`src/rtl/read_check_master.sv`:
```
// read_check_master: Avalon-MM pipelined read master that walks a block of
// word addresses, compares every returned word against a fixed pattern and
// reports the number of mismatches plus the address/data of the first one.
module read_check_master #(
  parameter int          ADDRESSWIDTH    = 25,
  parameter int          DATAWIDTH       = 32,
  parameter int          BYTEENABLEWIDTH = 4,
  parameter int          MAX_PENDING     = 8,
  parameter logic [31:0] PATTERN         = 32'hDEADBEEF
) (
  input  logic                       clk,
  input  logic                       reset,
  input  logic                       start,
  input  logic [ADDRESSWIDTH-1:0]    base_address,
  input  logic [ADDRESSWIDTH-1:0]    length,
  output logic [ADDRESSWIDTH-1:0]    address,
  output logic                       read,
  output logic [BYTEENABLEWIDTH-1:0] byteenable,
  input  logic                       waitrequest,
  input  logic [DATAWIDTH-1:0]       readdata,
  input  logic                       readdatavalid,
  output logic                       busy,
  output logic                       done,
  output logic [15:0]                error_count,
  output logic [ADDRESSWIDTH-1:0]    first_error_address,
  output logic [DATAWIDTH-1:0]       first_error_data
);

  localparam logic [3:0]           MAX_P     = 4'(MAX_PENDING);
  localparam logic [DATAWIDTH-1:0] PATTERN_W = DATAWIDTH'(PATTERN);

  typedef enum logic [1:0] {IDLE, READ, DRAIN, DONE} state_t;

  state_t                  state, state_nxt;
  logic [ADDRESSWIDTH-1:0] issue_addr;
  logic [ADDRESSWIDTH-1:0] issue_left;
  logic [ADDRESSWIDTH-1:0] check_addr;
  logic [3:0]              pending, pending_nxt;
  logic                    err_flag;
  logic                    start_ok;
  logic                    accept;
  logic                    rsp;
  logic                    mismatch;

  // Run is only (re)started from a quiescent state; starts mid-run are dropped.
  assign start_ok = start && ((state == IDLE) || (state == DONE));
  // Responses only count while a run is active, so strays after reset vanish.
  assign rsp      = readdatavalid && ((state == READ) || (state == DRAIN));
  assign read     = (state == READ) && (pending < MAX_P);
  assign accept   = read && !waitrequest;
  assign mismatch = (readdata != PATTERN_W);

  assign address    = issue_addr;
  assign byteenable = '1;

  // Outstanding-read counter update; a same-cycle accept and response cancel.
  always_comb begin
    pending_nxt = pending;
    if (accept && !rsp) begin
      pending_nxt = pending + 4'd1;
    end else if (rsp && !accept && (pending != 4'd0)) begin
      pending_nxt = pending - 4'd1;
    end
  end

  // State register.
  always_ff @(posedge clk or posedge reset) begin
    if (reset) begin
      state <= IDLE;
    end else begin
      state <= state_nxt;
    end
  end

  // Next-state and status outputs.
  always_comb begin
    state_nxt = state;
    busy      = 1'b0;
    done      = 1'b0;
    case (state)
      IDLE, DONE: begin
        done = (state == DONE);
        if (start) begin
          state_nxt = (length != '0) ? READ : DONE;
        end
      end
      READ: begin
        busy = 1'b1;
        if (accept && (issue_left == ADDRESSWIDTH'(1))) begin
          state_nxt = DRAIN;
        end
      end
      DRAIN: begin
        busy = 1'b1;
        if (pending_nxt == 4'd0) begin
          state_nxt = DONE;
        end
      end
      default: state_nxt = IDLE;
    endcase
  end

  // Command side: issue address and remaining command count.
  always_ff @(posedge clk or posedge reset) begin
    if (reset) begin
      issue_addr <= '0;
      issue_left <= '0;
      pending    <= 4'd0;
    end else begin
      pending <= pending_nxt;
      if (start_ok) begin
        issue_addr <= base_address;
        issue_left <= length;
      end else if (accept) begin
        issue_addr <= issue_addr + ADDRESSWIDTH'(1);
        issue_left <= issue_left - ADDRESSWIDTH'(1);
      end
    end
  end

  // Response side: track the address of each returning word and log errors.
  always_ff @(posedge clk or posedge reset) begin
    if (reset) begin
      check_addr          <= '0;
      error_count         <= 16'd0;
      first_error_address <= '0;
      first_error_data    <= '0;
      err_flag            <= 1'b0;
    end else if (start_ok) begin
      check_addr          <= base_address;
      error_count         <= 16'd0;
      first_error_address <= '0;
      first_error_data    <= '0;
      err_flag            <= 1'b0;
    end else if (rsp) begin
      check_addr <= check_addr + ADDRESSWIDTH'(1);
      if (mismatch) begin
        if (error_count != 16'hFFFF) begin
          error_count <= error_count + 16'd1;
        end
        if (!err_flag) begin
          first_error_address <= check_addr;
          first_error_data    <= readdata;
          err_flag            <= 1'b1;
        end
      end
    end
  end

endmodule

```
`config.mk`:
```
export PLATFORM = sky130hd
export DESIGN_NAME = read_check_master
export DESIGN_NICKNAME = d
export VERILOG_FILES = /design/src/rtl/read_check_master.sv
export SDC_FILE = /design/constraint.sdc
export NUM_CORES = 1
export LEC_CHECK = 0
export BUFFER_PORTS_ARGS = -buffer_cell sky130_fd_sc_hd__buf_4
export CORE_ASPECT_RATIO = 2
export CORE_UTILIZATION = 53
export DETAILED_ROUTE_END_ITERATION = 7
export PLACE_DENSITY = 0.8
export SKIP_LAST_GASP = 1
export SYNTH_ARGS = -nofsm -noshare
export SYNTH_HDL_FRONTEND = slang
export SYNTH_SLANG_ARGS = --single-unit
```
`constraint.sdc`:
```
create_clock -name clk -period 5.2 [get_ports clk]
set_clock_uncertainty 0.05 [all_clocks]
set_input_delay 0.52 -clock clk [delete_from_list [all_inputs] [get_ports clk]]
set_output_delay 0.52 -clock clk [all_outputs]
set_load 0.01 [all_outputs]
```
* Word level (Yosys, flattened, before mapping)
Cells that the tools add are included.
** Cells by class
- Add/subtract/negate cells :: 6
- Multipliers :: 0
- Div/mod/pow operators :: 0
- $lt $le $gt $ge :: 1
- Eq/ne operators :: 10
- Shifts and indexed selects :: 0
- Muxes and demuxes :: 30
- Bitwise operators :: 0
- Reduce and logical (&&, ||, !) cells :: 27
** Operators with widths (count)
- two-way mux 25 bit :: 10
- two-way mux 32 bit :: 4
- two-way mux 16 bit :: 4
- adder 25 x 1 -> 25 bit (second input constant) :: 2
- != test 32 bit (second input constant) :: 1
- equality test 25 x 1 -> 1 bit (second input constant) :: 1
- nonzero test 25 bit :: 1
- subtractor 25 x 1 -> 25 bit (second input constant) :: 1
- adder 16 x 1 -> 16 bit (second input constant) :: 1
- != test 16 bit (second input constant) :: 1
- AND reduction 3 bit :: 3
- logical AND 1 bit :: 8
- two-way mux 2 bit :: 4
- two-way mux 4 bit :: 2
- nonzero test 2 bit :: 4
- != test 2 x 1 -> 1 bit (second input constant) :: 3
- case mux 2 bit (3 select lines) :: 1
- two-way mux 1 bit :: 5
- adder 4 x 1 -> 4 bit (second input constant) :: 1
- equality test 2 bit (second input constant) :: 2
- zero test 4 bit :: 1
- < comparator 4 bit (second input constant) :: 1
- nonzero test 4 bit :: 1
- OR reduction 2 bit :: 2
- other kinds (7) :: 10
** Storage, ports and cells
- Register bits after elaboration :: 155
- Latch bits :: 0
- Bits in writable memories :: 0
- Memory bits (read-only) :: 0
- Input port bits :: 87
- Word-level logic and storage cells :: 83
- Memories :: 0

* Depth between registers and ports, before layout
Gate-level depths: netlist (run 1).
- Depth in word-level cells :: 11
- Gate-level depth with buffers :: 10
- Depth with buffers taken out :: 9

* Worst setup path after synthesis (run 1)
Ideal clock, no wire load.
- Kind :: reg-to-reg
- Start :: register state[0]
- End :: register state[1]
- Data arrival time :: 2.668 ns
- Setup slack :: 2.357 ns
- Cell stages (with the launch flop) :: 11
- Period minus slack after synthesis :: 2.843 ns
- Cell sequence :: dfrtp_1 inv_1 ha_1 nand2b_1 clkbuf_1 nor4_1 mux2_2 a41o_1 o41ai_1 nand3_1 mux2_2
** Between the ends
- Cells in the longest elaborated chain, start to end :: 11
- Elaborated cells between the ends (all ways) :: 23
** Ends and longest elaborated chain
- start: declaration :: line 34 : state_t state, state_nxt;
- start signal: assignment :: line 71 : state <= state_nxt;
- equality test 2 x 1 -> 1 bit :: line 48, 49
- logical AND 1 bit :: line 49 : assign read = (state == READ) && (pending < MAX_P);
- logical AND 1 bit :: line 50 : assign accept = read && !waitrequest;
- zero test 1 bit :: line 61 : end else if (rsp && !accept && (pending != 4'd0)) begin
- logical AND 1 bit (2 in series) :: line 61
- two-way mux 4 bit :: line 61
- two-way mux 4 bit * :: line 59 : if (accept && !rsp) begin
- via pending_nxt[3] :: line 38 : logic [3:0] pending, pending_nxt;
- zero test 4 bit * :: line 95 : if (pending_nxt == 4'd0) begin
- != test 2 x 1 -> 1 bit (no source line) *
- AND reduction 3 bit (no source line) *
The timed path passes the listed nets; every way through them passes the cells marked *.
A chain may end at the register's enable or synchronous reset.

* Worst setup path after layout (run 1)
- Start :: register state[0]
- End :: register check_addr[21]
** Between the ends
- Cells in the longest elaborated chain, start to end :: 4
- Elaborated cells between the ends (all ways) :: 10
** Ends and longest elaborated chain
- equality test 2 bit (tied with other cells) :: line 46 : assign start_ok = start && ((state == IDLE) || (state == DONE));
- logical OR 1 bit, on equally long branches :: line 46, 48
- logical AND 1 bit, on equally long branches :: line 46, 48
- two-way mux 25 bit or nonzero test 2 bit (tied branches)
- end signal: assignment :: line 130 : check_addr <= base_address;
- end signal: assignment :: line 136 : check_addr <= check_addr + ADDRESSWIDTH'(1);
- end: declaration :: line 37 : logic [ADDRESSWIDTH-1:0] check_addr;
Several ways; a longest one is shown, not always the timed one.

==> results.json, run 1 <==
{
  "rsz0062_at_grt": "no",
  "slew_headroom_pct": 24.8,
  "cts_tree": "built",
  "path_clk_slew_ns": 0.07,
  "drv_slew": 0,
  "drt_iter0_markers": 331,
  "reg2regPathDepth": 9,
  "numPortBuffers": 187,
  "status": "completed",
  "drc": 0,
  "syn_avg_cell_area_um2": 9.60,
  "num_vias": 6314,
  "cts_buffers": 17,
  "synthToLayoutAreaGrowth_pct": 29.3,
  "leakagePower_nw": 4.35,
  "max_stage_delay_ns": 0.75,
  "grt_max_degree": 113,
  "crit_chain": "inv_1 -> ha_1 -> nor2b_1 -> nand3_1 -> or4b_2 -> or2_2 -> nor3_1 -> xnor2_1 -> a21oi_1",
  "grt_pass1_vias": 6309,
  "ant_nets": 0,
  "cp_max_fo": 10,
  "drt_first_pass_iters": 4,
  "cts_repair_resize_count": 0,
  "critPathArrivalTime_ns": 3.60,
  "synth-async-reset-ratio_pct": 100,
  "whs_endpoint": "issue_left[8]$_DFFE_PP0P_",
  "clock_latency_ns": 0.42,
  "hold_buffers": 0,
  "start_util_pct": 53.9,
  "netlist_instances": 776,
  "drt_wl_total_mm": 19.2,
  "place.gp.congestion": 0.842,
  "fp.dieW_um": 85.8,
  "dp_hpwl_mm": 13.6,
  "vias_per_cell": 5.48,
  "die_y_um": 170,
  "coreArea_mm2": 0.0138,
  "rows": 61,
  "critPathCaptureType": "register",
  "tightest_slew_ns": 1.12,
  "period_needed_ns": 3.38,
  "critPathLaunch": "state[0]$_DFFE_PP0P_",
  "r2r_start": "state[0]$_DFFE_PP0P_",
  "period_share_pct": 65.1,
  "grt_pass1_wl_mm": 31.0,
  "hold_viol_final": 0,
  "final_nets": 1047,
  "synthFlopType": "dfrtp_1",
  "grt.total_usage_pct": 27.5,
  "diodes": 0,
  "antenna_found_initial": 0,
  "fin_tns_setup_ns": 0,
  "cts-root-buf": "clkbuf_16",
  "clockBufferDepth": 2,
  "yosysSeqAreaShare_pct": 52.1,
  "yosysWarnings": 0,
  "cts_setup_buffers": 0,
  "wl_per_cell_um": 16.7,
  "ys_ff_latch": 155,
  "reg2reg_slack_ns": 1.82,
  "cpMaxStageDelayCell": "or4b_2",
  "yosys.cell_types.count": 52,
  "hold_path.startpoint": "length[8]",
  "grt-ovfl-total": 0,
  "drive_gt1_share_pct": 25.3,
  "setup_viol": 0,
  "cap_violations": 0,
  "mappedNetlistArea_mm2": 0.00745,
  "io_pins": 192,
  "hold_class": "in -> reg",
  "timing.hold.ws_ns": 0.264,
  "critPathRequiredTime_ns": 5.42,
  "rr_endpoint": "check_addr[21]$_DFFE_PP0P_",
  "htreeDepth": 4,
  "hold_depth": 3,
  "startpoint_type": "register",
  "max_freq_ghz": 0.296,
  "peakVddDrop_uv": 370,
  "synth_edf_count": 0,
  "power.density_mw_per_mm2": 595,
  "clock-sinks": 155,
  "dieArea_mm2": 0.0146,
  "path_class": "reg -> reg"
}
==> state kept, by name, summed over array words and instances (netlist names) <==
name / count
address: 25
err_flag: 1
first_error_address: 25
pending: 4
check_addr: 25
first_error_data: 32
state: 2
issue_left: 25
error_count: 16
==> layout make-up <==
type / instances / area, um2
Fill cell: 1078 / 4190
Sequential cell: 155 / 3880
Multi-Input combinational cell: 568 / 3370
Timing Repair Buffer: 192 / 1440
Clock buffer: 18 / 439
Tap cell: 189 / 236
Clock inverter: 14 / 195
Inverter: 16 / 65.1
==> synthesized netlist by cell type, drive strengths merged (2+ instances only) <==
| library cell | n | area, um2 |
|---|---|---|
| inv | 16 | 60.1 |
| nand2b | 4 | 25.0 |
| o22ai | 2 | 12.5 |
| xnor2 | 48 | 420 |
| nand4b | 3 | 26.3 |
| dfrtp | 155 | 3880 |
| a41o | 2 | 20.0 |
| clkbuf | 31 | 116 |
| or3 | 8 | 60.1 |
| o31ai | 5 | 37.5 |
| xor2 | 34 | 298 |
| nand3 | 32 | 160 |
| and3 | 10 | 62.6 |
| o21a | 2 | 15.0 |
| ha | 10 | 125 |
| nor2b | 4 | 25.0 |
| nor3 | 23 | 115 |
| a31oi | 3 | 18.8 |
| mux2 | 2 | 22.5 |
| nand4 | 16 | 100 |
| nand4bb | 2 | 22.5 |
| or4 | 4 | 37.5 |
| a21oi | 51 | 255 |
| a22o | 32 | 280 |
| or2 | 3 | 18.8 |
| nor2 | 73 | 274 |
| nor4 | 12 | 90.1 |
| o21ai | 54 | 270 |
| nand2 | 110 | 413 |
| buf | 9 | 51.3 |
==> cells by family (layout without fill, tap and decap cells) <==
group	after synthesis	in the layout	share of synthesized area [%]
AND/OR/NAND/NOR	311	311	20.0
AO/OA/AOI/OAI	158	158	13.0
flip-flops	155	155	52.1
XOR/XNOR	82	82	9.64
buffers and inverters	56	240	3.06
adder cells (fa/ha/maj)	10	10	1.68
multiplexers	3	3	0.437
other	1	4	0.0503
==> worst max-delay path: cells and delay by family, from the launching register on <==
| family | cells | cell delay, ns |
|---|---|---|
| flops | 1 | 0.38 |
| compound gates | 1 | 0.08 |
| buf+inv | 1 | 0.08 |
| fa+ha+maj | 1 | 0.41 |
| simple gates | 5 | 2.09 |
| xor+xnor | 1 | 0.15 |
==> metrics by stage <==
stage               power [mW]  util [%]  setup WS, ns  area, um2  std cells
finish                    5.73      69.7          1.82       9630       1152
global route              6.09      69.7          1.51       9630       1152
CTS                       5.76      69.7          1.80       9630       1152
detailed placement        4.39      65.1          1.82       8990       1120
global placement          4.32      65.1          1.92       8990       1120
floorplan                 3.44         -         0.452       7460        779
==> layer usage <==
layer  GRT usage [%]  wire length, um  up-vias
li1                -                -     3038
met1            30.5             7280     3049
met2            48.9            10300      174
met3            4.91              744       53
met4            15.1              938        0
met5               0                0        -
==> layout by cell type, fill, tap and decap left out, types with 3 or more instances in the layout <==
cell type | synthesis | final
ha_1 | 10 | 10
xnor2_1 | 48 | 48
clkbuf_16 | 0 | 17
a21oi_1 | 51 | 50
buf_4 | 4 | 192
xor2_1 | 34 | 34
nand4_1 | 16 | 16
nand2_1 | 110 | 108
a31oi_1 | 3 | 3
and3_1 | 10 | 10
nor4_1 | 11 | 11
inv_1 | 16 | 15
inv_6 | 0 | 6
or3_1 | 6 | 6
or2_2 | 3 | 3
inv_8 | 0 | 5
nor2b_1 | 4 | 4
nand3_1 | 32 | 32
nor2_1 | 73 | 73
nand4b_1 | 3 | 3
conb_1 | 1 | 4
a22o_1 | 32 | 32
bufinv_16 | 0 | 3
o21ai_0 | 53 | 53
nand2b_1 | 4 | 4
dfrtp_1 | 155 | 155
nor3_1 | 23 | 23
o31ai_1 | 5 | 5
==> worst max path at each step <==
stage,to,cells past startpoint,slack (ns)
floorplan,address[0]$_DFFE_PP0P_,1,0.45
global placement,check_addr[21]$_DFFE_PP0P_,9,1.92
detailed placement,check_addr[21]$_DFFE_PP0P_,9,1.82
CTS,check_addr[21]$_DFFE_PP0P_,9,1.80
global route,check_addr[21]$_DFFE_PP0P_,9,1.51
finish,check_addr[21]$_DFFE_PP0P_,9,1.82
==> power breakdown <==
group	switching [mW]	internal (mW)
Sequential	0.505	1.74
Combinational	1.13	1.02
Clock	0.544	0.793
Total	2.17	3.55
Note: power is estimated with default switching activity, not from simulation.
==> run 2: changes to the inputs <==
Clock period 5.2 ns to 3.24 ns, I/O delays scaled along.
==> run 2 against run 1 <==
- largest cell class unchanged
- first-iteration DRC count shrank 1.5%
- sequential power increased by 60%
- final cell count increased by 0.69%
- critical path depth did not move
==> results.json, run 2 (synthesis gave the netlist of run 1 again) <==
{
  "status": "completed",
  "drv_slew": 0,
  "io_pins": 192,
  "clockBufferDepth": 2,
  "diodes": 0,
  "rsz0062_at_grt": "no",
  "cap_violations": 0,
  "cts_buffers": 17,
  "antenna_found_initial": 0,
  "ant_nets": 0,
  "hold_class": "in -> async",
  "fin_tns_setup_ns": 0,
  "critPathRequiredTime_ns": 3.48,
  "r2r_start": "state[0]$_DFFE_PP0P_",
  "drt_iter0_markers": 326,
  "layout_common_cells": "buf_4 (198), dfrtp_1 (155), nand2_1 (108)",
  "leakagePower_nw": 4.36,
  "setup_viol": 0,
  "path_clk_slew_ns": 0.06,
  "coreArea_mm2": 0.0138,
  "peakVddDrop_uv": 551,
  "reg2regPathDepth": 9,
  "top_register": "first_error_data",
  "total_power_mw": 9.07,
  "path_class": "reg -> reg",
  "power.density_mw_per_mm2": 937,
  "grt_max_degree": 156,
  "drt_first_pass_iters": 4,
  "cts_repair_resize_count": 0,
  "grt_pass1_wl_mm": 30.8,
  "max_freq_ghz": 0.351,
  "hold_buffers": 0,
  "wl_per_cell_um": 16.4,
  "drive_gt1_share_pct": 26.0,
  "cp_max_fo": 4,
  "tightest_slew_ns": 0.857,
  "place.gp.congestion": 0.846,
  "grt-ovfl-total": 0,
  "final_nets": 1055,
  "htreeDepth": 4,
  "critPathCaptureType": "register",
  "fp.dieW_um": 85.8,
  "drt_wl_total_mm": 19.0,
  "reg2reg_slack_ns": 0.39,
  "critPathArrivalTime_ns": 3.09,
  "rows": 61,
  "largest_reg_flops": 32,
  "start_util_pct": 53.9,
  "cts_setup_buffers": 0,
  "die_y_um": 170,
  "cpMaxStageDelayCell": "or4b_2",
  "period_needed_ns": 2.85,
  "startpoint_type": "register",
  "rr_endpoint": "check_addr[21]$_DFFE_PP0P_",
  "cts_tree": "built",
  "grt.total_usage_pct": 27.4,
  "vias_per_cell": 5.47,
  "max_stage_delay_ns": 0.75,
  "numPortBuffers": 187,
  "cts-root-buf": "clkbuf_16",
  "synthToLayoutAreaGrowth_pct": 29.9,
  "drc": 0,
  "dp_hpwl_mm": 13.8,
  "clock-sinks": 155,
  "grt_pass1_vias": 6330,
  "hold_viol_final": 0,
  "slew_headroom_pct": 42.9,
  "mostFrequentLayoutCell": "buf_4",
  "num_vias": 6347,
  "clock_latency_ns": 0.43,
  "crit_chain": "inv_1 -> ha_1 -> nor2b_1 -> nand3_1 -> or4b_2 -> or2_2 -> nor3_1 -> xnor2_1 -> a21oi_1",
  "period_share_pct": 88.0,
  "dieArea_mm2": 0.0146
}
[run 2: cell types whose count changed in the layout (fill, tap and decap cells not counted), sizes merged]
cell and delta:
buf +8, clkinvlp +3, clkinv +6, bufinv -1, inv -9, clkbuf +1
[run 2: where the power goes]
group          internal [mW]  leakage (nW)  switching (mW)
clock                   1.16         0.284           0.821
combinational           1.69          2.19            1.81
sequential              2.79          1.89           0.797
[run 2: critical path, delay by kind of cell (launching register included)]
family / cells / cell delay [ns]
AND/OR/NAND/NOR: 5 / 1.67
flip-flops: 1 / 0.38
adder cells (fa/ha/maj): 1 / 0.31
XOR/XNOR: 1 / 0.15
AO/OA/AOI/OAI: 1 / 0.08
buffers and inverters: 1 / 0.07
[run 2: worst max path at each step]
stage,start,to,cells past startpoint,slack [ns]
finish,state[0]$_DFFE_PP0P_,check_addr[21]$_DFFE_PP0P_,9,0.39
global route,state[0]$_DFFE_PP0P_,state[1]$_DFFE_PP0P_,10,0.16
CTS,state[0]$_DFFE_PP0P_,state[1]$_DFFE_PP0P_,10,0.25
detailed placement,state[0]$_DFFE_PP0P_,state[1]$_DFFE_PP0P_,10,0.28
global placement,state[0]$_DFFE_PP0P_,state[1]$_DFFE_PP0P_,10,0.35
floorplan,state[0]$_DFFE_PP0P_,state[1]$_DFFE_PP0P_,10,0.40
[run 2: cell type report]
type / count / area (um2)
fillers: 1098 / 4140
flip-flops and latches: 155 / 3880
multi-input cells: 568 / 3380
repair buffers: 200 / 1530
clock buffers: 19 / 443
well taps: 189 / 236
clock inverters: 13 / 143
inverters: 16 / 63.8
[run 2: metrics by stage]
stage / setup WS [ns] / utilization, % / instances / hold slack (ns) / instance area, um2
global route: 0.163 / 70.0 / 1160 / 0.0598 / 9670
finish: 0.387 / 70.0 / 1160 / 0.0390 / 9670
floorplan: 0.397 / - / 779 / 0.391 / 7460
CTS: 0.245 / 70.0 / 1160 / 0.0554 / 9660
global placement: 0.349 / 65.7 / 1128 / 0.411 / 9080
detailed placement: 0.275 / 65.7 / 1128 / 0.418 / 9080
[run 2: metal layers]
layer  GRT usage, %  wire [um]  vias up
met1           30.1       7000     3059
li1               -          -     3057
met5              0          0        -
met3           5.40        696       52
met2           48.8      10400      179
met4           15.4        947        0
